--- src/rtl/serial_wide_adder_ctrl_if.sv ---
// Stream and adder-side bundle for serial_wide_adder_ctrl.
// SERIAL_ADDER_OVERFLOW_EN adds the out_ovf signal.
interface serial_wide_adder_ctrl_if #(
  parameter int NUM_SLICES = 4
);
  localparam int W = 6 * NUM_SLICES;

  logic         in_valid;
  logic         in_ready;
  logic [W-1:0] in_a;
  logic [W-1:0] in_b;
  logic         in_cin;
  logic [5:0]   add_x;
  logic [5:0]   add_y;
  logic         add_cin;
  logic [6:0]   add_s;
  logic         out_valid;
  logic         out_ready;
  logic [W-1:0] out_sum;
  logic         out_cout;
`ifdef SERIAL_ADDER_OVERFLOW_EN
  logic         out_ovf;
`endif

  modport master (
    output in_valid,
    output in_a,
    output in_b,
    output in_cin,
    output out_ready,
    output add_s,
    input  in_ready,
    input  add_x,
    input  add_y,
    input  add_cin,
    input  out_valid,
    input  out_sum,
    input  out_cout
`ifdef SERIAL_ADDER_OVERFLOW_EN
    ,
    input  out_ovf
`endif
  );

  modport slave (
    input  in_valid,
    input  in_a,
    input  in_b,
    input  in_cin,
    input  out_ready,
    input  add_s,
    output in_ready,
    output add_x,
    output add_y,
    output add_cin,
    output out_valid,
    output out_sum,
    output out_cout
`ifdef SERIAL_ADDER_OVERFLOW_EN
    ,
    output out_ovf
`endif
  );
endinterface

--- src/rtl/serial_wide_adder_ctrl.sv ---
// Wide adder sequencer: one 6-bit slice per cycle through an external adder.
// Optional signed overflow flag under SERIAL_ADDER_OVERFLOW_EN.
module serial_wide_adder_ctrl #(
  parameter int NUM_SLICES = 4
) (
  input logic                clk,
  input logic                rst_n,
  serial_wide_adder_ctrl_if.slave bus
);
  localparam int CW = $clog2(NUM_SLICES);

  typedef enum logic [1:0] {
    IDLE = 2'd0,
    RUN  = 2'd1,
    DONE = 2'd2
  } state_e;

  typedef logic [NUM_SLICES-1:0][5:0] slices_t;

  state_e        state_q, state_d;
  slices_t       a_q, a_d;
  slices_t       b_q, b_d;
  slices_t       sum_q, sum_d;
  logic          carry_q, carry_d;
  logic          cout_q, cout_d;
  logic [CW-1:0] cnt_q, cnt_d;
  logic          last;
`ifdef SERIAL_ADDER_OVERFLOW_EN
  logic          ovf_q, ovf_d;
`endif

  assign last = (cnt_q == CW'(NUM_SLICES - 1));

  always_comb begin
    bus.add_x   = '0;
    bus.add_y   = '0;
    bus.add_cin = 1'b0;
    if (state_q == RUN) begin
      bus.add_x   = a_q[cnt_q];
      bus.add_y   = b_q[cnt_q];
      bus.add_cin = carry_q;
    end
  end

  always_comb begin
    state_d = state_q;
    a_d     = a_q;
    b_d     = b_q;
    sum_d   = sum_q;
    carry_d = carry_q;
    cout_d  = cout_q;
    cnt_d   = cnt_q;
`ifdef SERIAL_ADDER_OVERFLOW_EN
    ovf_d   = ovf_q;
`endif
    unique case (1'b1)
      (state_q == IDLE): begin
        if (bus.in_valid) begin
          a_d     = bus.in_a;
          b_d     = bus.in_b;
          carry_d = bus.in_cin;
          cnt_d   = '0;
          state_d = RUN;
        end
      end
      (state_q == RUN): begin
        sum_d[cnt_q] = bus.add_s[5:0];
        carry_d      = bus.add_s[6];
        if (last) begin
          cout_d  = bus.add_s[6];
`ifdef SERIAL_ADDER_OVERFLOW_EN
          // carry into MSB xor carry out of MSB
          ovf_d   = bus.add_s[5] ^ bus.add_x[5]
                  ^ bus.add_y[5] ^ bus.add_s[6];
`endif
          state_d = DONE;
        end else begin
          cnt_d = cnt_q + CW'(1);
        end
      end
      (state_q == DONE): begin
        if (bus.out_ready) state_d = IDLE;
      end
      default: state_d = IDLE;
    endcase
  end

  always_ff @(posedge clk or negedge rst_n) begin
    if (!rst_n) begin
      state_q <= IDLE;
      a_q     <= '0;
      b_q     <= '0;
      sum_q   <= '0;
      carry_q <= 1'b0;
      cout_q  <= 1'b0;
      cnt_q   <= '0;
`ifdef SERIAL_ADDER_OVERFLOW_EN
      ovf_q   <= 1'b0;
`endif
    end else begin
      state_q <= state_d;
      a_q     <= a_d;
      b_q     <= b_d;
      sum_q   <= sum_d;
      carry_q <= carry_d;
      cout_q  <= cout_d;
      cnt_q   <= cnt_d;
`ifdef SERIAL_ADDER_OVERFLOW_EN
      ovf_q   <= ovf_d;
`endif
    end
  end

  assign bus.in_ready  = (state_q == IDLE);
  assign bus.out_valid = (state_q == DONE);
  assign bus.out_sum   = sum_q;
  assign bus.out_cout  = cout_q;
`ifdef SERIAL_ADDER_OVERFLOW_EN
  assign bus.out_ovf   = ovf_q;
`endif
endmodule

--- src/flat_wrapper.sv ---
// flat-port wrapper written by rule: the top's interface ports become plain ports
module serial_wide_adder_ctrl_flat 
#(
  parameter int NUM_SLICES = 4
)
  (clk, rst_n, bus_in_valid, bus_in_a, bus_in_b, bus_in_cin, bus_out_ready, bus_add_s, bus_in_ready, bus_add_x, bus_add_y, bus_add_cin, bus_out_valid, bus_out_sum, bus_out_cout);
  serial_wide_adder_ctrl_if #(.NUM_SLICES(NUM_SLICES)) bus_i ();
  input logic clk;
  input logic rst_n;
  input wire logic [$bits(bus_i.in_valid)-1:0] bus_in_valid;
  input wire logic [$bits(bus_i.in_a)-1:0] bus_in_a;
  input wire logic [$bits(bus_i.in_b)-1:0] bus_in_b;
  input wire logic [$bits(bus_i.in_cin)-1:0] bus_in_cin;
  input wire logic [$bits(bus_i.out_ready)-1:0] bus_out_ready;
  input wire logic [$bits(bus_i.add_s)-1:0] bus_add_s;
  output wire logic [$bits(bus_i.in_ready)-1:0] bus_in_ready;
  output wire logic [$bits(bus_i.add_x)-1:0] bus_add_x;
  output wire logic [$bits(bus_i.add_y)-1:0] bus_add_y;
  output wire logic [$bits(bus_i.add_cin)-1:0] bus_add_cin;
  output wire logic [$bits(bus_i.out_valid)-1:0] bus_out_valid;
  output wire logic [$bits(bus_i.out_sum)-1:0] bus_out_sum;
  output wire logic [$bits(bus_i.out_cout)-1:0] bus_out_cout;
  assign bus_i.in_valid = bus_in_valid;
  assign bus_i.in_a = bus_in_a;
  assign bus_i.in_b = bus_in_b;
  assign bus_i.in_cin = bus_in_cin;
  assign bus_i.out_ready = bus_out_ready;
  assign bus_i.add_s = bus_add_s;
  assign bus_in_ready = bus_i.in_ready;
  assign bus_add_x = bus_i.add_x;
  assign bus_add_y = bus_i.add_y;
  assign bus_add_cin = bus_i.add_cin;
  assign bus_out_valid = bus_i.out_valid;
  assign bus_out_sum = bus_i.out_sum;
  assign bus_out_cout = bus_i.out_cout;
  serial_wide_adder_ctrl #(.NUM_SLICES(NUM_SLICES)) u_core (.clk(clk), .rst_n(rst_n), .bus(bus_i));
endmodule
--- config.mk ---
export PLATFORM = sky130hd
export DESIGN_NAME = serial_wide_adder_ctrl_flat
export DESIGN_NICKNAME = d
export VERILOG_FILES = /design/src/rtl/serial_wide_adder_ctrl_if.sv /design/src/rtl/serial_wide_adder_ctrl.sv /design/src/flat_wrapper.sv
export SDC_FILE = /design/constraint.sdc
export NUM_CORES = 1
export LEC_CHECK = 0
export ABC_AREA = 0
export CAP_MARGIN = 40
export CORE_MARGIN = 5
export CORE_UTILIZATION = 51
export CTS_CLUSTER_DIAMETER = 100
export DETAILED_ROUTE_END_ITERATION = 8
export GPL_ROUTABILITY_DRIVEN = 0
export PLACE_DENSITY_LB_ADDON = 0.3
export SLEW_MARGIN = 20
export SYNTH_ARGS = -nofsm -noshare
export SYNTH_HDL_FRONTEND = slang
export SYNTH_SLANG_ARGS = --single-unit
--- constraint.sdc ---
create_clock -name clk -period 3.05 [get_ports clk]
set_input_delay 0.61 -clock clk [delete_from_list [all_inputs] [get_ports clk]]
set_output_delay 0.61 -clock clk [all_outputs]
set_load 0.005 [all_outputs]
==> results of run 1 <==
[placed cells by master, fill, tap and decap left out, drive strengths merged, types with 2 or more instances in the layout]
cell,netlist,layout
clkdlybuf4s50,0,98
dfrtp,78,78
mux2,74,74
and2,13,13
mux4,12,12
clkbuf,1,11
buf,9,6
nand2,5,5
inv,4,4
ha,4,4
nor2,2,2
nand2b,2,2
o21ai,2,2
bufinv,0,2
nor3b,2,2
clkinv,0,2
[per-stage QoR]
stage / power [mW] / area (um^2) / hold WS [ns]
floorplan: 3.07 / 3380 / 0.314
global route: 5.25 / 4710 / 0.213
finish: 4.90 / 4710 / 0.200
detailed placement: 4.10 / 4470 / 0.474
CTS: 4.97 / 4710 / 0.201
global placement: 4.01 / 4450 / 0.466
[critical path, cell delays in order (launching register included)]
cell and delay [ns]:
dfrtp_1 0.50, buf_12 0.20, mux4_2 0.50, and2_1 0.18, clkdlybuf4s50_1 0.44
[report_power, final]
part	switching, mW	internal (mW)	leakage, nW	total (mW)
clock network	0.357	0.505	0.116	0.862
logic	0.696	1.44	0.910	2.14
registers	0.331	1.57	0.917	1.90
total	1.38	3.52	1.94	4.90
[path summary, 6_finish.rpt]
check	depth (start not counted)	end
max	4	bus_add_y[4]
min	1	u_core.bus.out_sum[10]$_DFFE_PN0P_
max reg2reg	4	u_core.cnt_q[0]$_DFFE_PN0P_
min reg2reg	1	u_core.a_q[8]$_DFFE_PN0P_
max in group asynchronous	2	u_core.state_q[1]$_DFFE_PN0P_
min in group clk	1	u_core.a_q[8]$_DFFE_PN0P_
[state kept, by name, summed over array words and instances (netlist names)]
name,flops
u_core.state_q,2
u_core.carry_q,1
u_core.b_q,24
u_core.cnt_q,2
u_core.bus.out_cout,1
u_core.bus.out_sum,24
u_core.a_q,24
[final cells by class]
class                           count  area [um^2]
Sequential cell                    78         1950
Fill cell                         451         1680
Multi-Input combinational cell    120         1350
Timing Repair Buffer              104         1060
Clock buffer                       11          151
Tap cell                           77         96.3
Clock inverter                      5         81.3
Inverter                            4         15.0
[kinds of logic (layout without fill, tap and decap cells)]
| logic type | Yosys count | in the layout |
|---|---|---|
| mux | 86 | 86 |
| simple gates | 26 | 26 |
| flops | 78 | 78 |
| fa+ha+maj | 4 | 4 |
| compound gates | 4 | 4 |
| buf+inv | 14 | 124 |
[per-layer routing]
metal  GRT usage  up-vias
li1            -      967
met3      0.0430        8
met4      0.0660        0
met1       0.225     1034
met5           0        -
met2       0.275       59
==> flow_metrics.env, run 1 <==
export IMPL_status="complete, no violations"
export IMPL_top_layer="met4"
export IMPL_worst_slack_ns=0.270
export IMPL_worst_path_max_fanout=13
export IMPL_synthesis_nets=276
export IMPL_n_antenna_cell=0
export IMPL_synth_edff_count=0
export IMPL_cp_data_arrival_time_ns=2.17
export IMPL_tns_ns=0
export IMPL_slew_headroom=0.538
export IMPL_die_area_um2=8360
export IMPL_crit_start="u_core.cnt_q[0]$_DFFE_PN0P_"
export IMPL_worstSetupEndpointType="primary output"
export IMPL_leakagePower_nw=1.94
export IMPL_grt_ovfl_total=0
export IMPL_cts_tree="done"
export IMPL_critical_path_required_ns=2.44
export IMPL_hold_viol_final=0
export IMPL_wirelength_mm=6.74
export IMPL_hold_buffers=0
export IMPL_timing_final_crit_period_ns=2.78
export IMPL_core_um2=6390
export IMPL_synth_area_leaders="dfrtp_1 58%, mux2_2 13%, mux2_1 12%, mux4_2 8.0%, and2_1 2.4%"
export IMPL_root_buffer="clkbuf_8"
export IMPL_synth_top_cell_by_area="dfrtp_1"
export IMPL_rsz0062_at_grt="false"
export IMPL_clock_sinks=78
export IMPL_finalCritPeriodShare=0.912
export IMPL_async_flop_share=1.00
export IMPL_clock_path_buffers=2
export IMPL_ant_nets=0
export IMPL_worst_pin_slew_ns=0.692
export IMPL_clk_pin_slew_ns=0.08
export IMPL_drv_slew=0
export IMPL_routed_wl_met2_mm=3.27
export IMPL_synth_xor_area_share=0
export IMPL_routed_wl_met3_um=481
export IMPL_ys_ff_latch=78
export IMPL_instances_no_fill=399
export IMPL_grt_usage=0.172
export IMPL_port_buffers=99
export IMPL_worstSetupStartpointType="register"
export IMPL_vdd_drop_max_mv=0.594
export IMPL_ios=100
export IMPL_synthAdderAreaFrac=0.0148
export IMPL_hp_class="in2async"
export IMPL_grt_pass1_wl_mm=11.4
export IMPL_r2r_start="u_core.cnt_q[1]$_DFFE_PN0P_"
export IMPL_avgSynthCellArea_um2=16.0
export IMPL_drive_above_1_share=0.245
export IMPL_initial_core_util=0.530
export IMPL_grt_max_degree=50
export IMPL_ff2ff_setup_slack_ns=1.23
export IMPL_synth_top_family_by_area="multiplexers"
export IMPL_fin_nets=381
export IMPL_finalSetupViolations=0
export IMPL_synth_most_common_cell="dfrtp_1"
export IMPL_synth_simple_area_share=0.0485
export IMPL_syn2layout_area_growth_pct=39.1
export IMPL_clkLatencyLatePin_ns=0.34
export IMPL_cts_setup_buffers=0
export IMPL_synth_warnings=0
export IMPL_h_tree_depth=3
export IMPL_power_density_nw_per_um2=1040
export IMPL_cts_repair_resized=0
export IMPL_seq_area_frac_synth=0.577
export IMPL_die_h_um=91.4
export IMPL_max_freq_mhz=360
export IMPL_netlist_area_leader_share=0.577
export IMPL_antenna_found_initial=0
export IMPL_ys_flop_type="dfrtp_1"
export IMPL_synthCells=212
export IMPL_fp_dieW_um=91.4
export IMPL_drc=0
export IMPL_finalClockSkew_ns=0.00834
export IMPL_rows=29
export IMPL_dp_cells=383
export IMPL_vias=2068
export IMPL_vias_per_cell=5.18
export IMPL_dp_hpwl_mm=5.02
export IMPL_dp_slack_ns=0.625
export IMPL_ys_types=22
export IMPL_drt_first_pass_iters=3
export IMPL_maxCapViolations=0
export IMPL_numCtsBuffers=9
export IMPL_synth_compound_area_share=0.00740
export IMPL_drtIter0Drc=85
export IMPL_synth_common_cells="78 x dfrtp_1, 39 x mux2_2, 35 x mux2_1"
export IMPL_syn_area_um2=3380
export IMPL_crit_type="reg2out"
export IMPL_final_util=0.737
export IMPL_synth_mux_area_frac=0.326
export IMPL_grt_pass1_vias=2301
export IMPL_wl_per_cell_um=16.9
export IMPL_wl_met1_mm=2.88
(Power assumes the default switching activity.)
==> run 2, diff against run 1 <==
CORE_UTILIZATION = 53   (was 51)
CTS_BUF_LIST = sky130_fd_sc_hd__clkbuf_4 sky130_fd_sc_hd__clkbuf_8   (was unset)
GPL_TIMING_DRIVEN = 0   (was unset)
SLEW_MARGIN = unset   (was 20)
==> flow_metrics.env, run 2 (synthesis results as in run 1) <==
export IMPL_syn2layout_area_growth_pct=37.5
export IMPL_intPower_mw=3.35
export IMPL_n_antenna_cell=0
export IMPL_worst_pin_slew_ns=0.500
export IMPL_dp_cells=389
export IMPL_vdd_drop_max_mv=0.538
export IMPL_fin_nets=387
export IMPL_clock_path_buffers=2
export IMPL_stdcell_area_um2=4650
export IMPL_finalClockSkew_ns=0.00405
export IMPL_critical_path_required_ns=2.44
export IMPL_cts_repair_resized=0
export IMPL_initial_core_util=0.539
export IMPL_leakagePower_nw=1.93
export IMPL_antenna_found_initial=0
export IMPL_hold_buffers=0
export IMPL_drv_slew=0
export IMPL_wirelength_mm=7.26
export IMPL_switching_share=0.294
export IMPL_rows=29
export IMPL_max_freq_mhz=352
export IMPL_dp_hpwl_mm=5.47
export IMPL_clk_pin_slew_ns=0.07
export IMPL_die_area_um2=8080
export IMPL_drc=0
export IMPL_maxCapViolations=0
export IMPL_grt_max_degree=43
export IMPL_p_clk_frac=0.140
export IMPL_status="complete, no violations"
export IMPL_worstSetupEndpointType="primary output"
export IMPL_numCtsBuffers=9
export IMPL_worstSetupStartpointType="register"
export IMPL_rsz0062_at_grt="false"
export IMPL_drive_above_1_share=0.248
export IMPL_worst_path_max_fanout=10
export IMPL_pwr_share_seq=0.394
export IMPL_hold_viol_final=0
export IMPL_finalCritPeriodShare=0.931
export IMPL_core_um2=6280
export IMPL_h_tree_depth=3
export IMPL_cts_setup_buffers=0
export IMPL_combPwrFrac=0.467
export IMPL_slew_headroom=0.667
export IMPL_vias_per_cell=5.28
export IMPL_clkLatencyLatePin_ns=0.33
export IMPL_crit_type="reg2out"
export IMPL_timing_final_crit_period_ns=2.84
export IMPL_switching_power_mw=1.39
export IMPL_ant_nets=0
export IMPL_cts_tree="done"
export IMPL_instances_no_fill=403
export IMPL_hp_class="in2async"
export IMPL_power_density_nw_per_um2=1020
export IMPL_ios=100
export IMPL_port_buffers=99
export IMPL_most_common_layout_cells="98 x clkdlybuf4s50_1, 78 x dfrtp_1, 39 x mux2_2"
export IMPL_wl_per_cell_um=18.0
export IMPL_die_h_um=89.9
export IMPL_cp_data_arrival_time_ns=2.23
export IMPL_grt_pass1_wl_mm=12.1
export IMPL_place_area_um2=4490
export IMPL_grt_ovfl_total=0
export IMPL_grt_usage=0.189
export IMPL_clock_sinks=78
export IMPL_fp_dieW_um=89.9
export IMPL_finalSetupViolations=0
export IMPL_drt_first_pass_iters=4
export IMPL_root_buffer="clkbuf_8"
export IMPL_fillCellCount=442
export IMPL_layout_commonest_cell="clkdlybuf4s50_1"
export IMPL_grt_pass1_vias=2353
export IMPL_drtIter0Drc=52
export IMPL_vias=2127
-- run 2: cell types whose count changed in the layout (fill, tap and decap cells not counted), moves of 2 or more --
cell and delta:
clkbuf_4 +2, buf_6 +3, bufinv_16 -2, buf_2 +4
-- run 2: power groups by stage --
stage	clock network, mW	registers (mW)	logic [mW]
floorplan	0	1.81	1.26
global placement	0	1.85	2.18
detailed placement	0	1.89	2.24
CTS	0.680	1.87	2.25
global route	0.720	1.94	2.41
finish	0.662	1.87	2.21
-- run 2: metal layers --
metal | part of all wire | track usage | vias to the layer above | wire length, um
li1 | - | - | 981 | -
met1 | 0.41 | 0.234 | 1072 | 2990
met2 | 0.51 | 0.315 | 67 | 3740
met3 | 0.062 | 0.0551 | 7 | 453
met4 | 0.010 | 0.0670 | 0 | 76
met5 | 0 | 0 | - | 0
-- run 2: metrics by stage --
step | utilization | worst slack (ns) | hold slack [ns] | total power [mW] | setup TNS [ns]
6_report | 0.741 | 0.210 | 0.235 | 4.74 | 0
5_1_grt | 0.741 | 0.0844 | 0.254 | 5.07 | 0
4_1_cts | 0.741 | 0.196 | 0.241 | 4.80 | 0
3_5_place_dp | 0.715 | 0.571 | 0.471 | 4.13 | 0
3_3_place_gp | 0.712 | -1.35 | 0.462 | 4.03 | -105.34
2_1_floorplan | - | 1.13 | 0.314 | 3.07 | 0
-- run 2: final cells by class --
type,instances,area [um^2],share of cell area
Multi-Input combinational cell,120,1340,0.289
Tap cell,77,96.3,0.0207
Sequential cell,78,1950,0.420
Clock inverter,2,10.0,0.00215
Clock buffer,12,153,0.0328
Buffer,10,72.6,0.0156
Timing Repair Buffer,100,1010,0.217
Inverter,4,15.0,0.00323
-- run 2: final timing paths --
path	from	slack, ns	cells past startpoint	to
min in group clk	u_core.a_q[16]$_DFFE_PN0P_	0.48	1	u_core.a_q[16]$_DFFE_PN0P_
max in group asynchronous	rst_n	2.23	2	u_core.b_q[3]$_DFFE_PN0P_
max reg2reg	u_core.cnt_q[1]$_DFFE_PN0P_	1.25	5	u_core.bus.out_sum[11]$_DFFE_PN0P_
min	rst_n	0.24	1	u_core.bus.out_sum[8]$_DFFE_PN0P_
min reg2reg	u_core.a_q[16]$_DFFE_PN0P_	0.48	1	u_core.a_q[16]$_DFFE_PN0P_
max	u_core.state_q[1]$_DFFE_PN0P_	0.21	5	bus_add_y[3]
-- run 2: worst max-delay path, stage by stage, from the launching register on --
cell             delay [ns]
dfrtp_1                0.45
nor2b_1                0.13
buf_4                  0.18
clkbuf_1               0.41
and2_1                 0.22
clkdlybuf4s50_1        0.50
==> run 3, diff against run 2 <==
ABC_CLOCK_PERIOD_IN_PS = 3050   (was unset)
==> results of run 3 <==
Same layout as run 2: the final DEF is identical, and so are final timing and power.
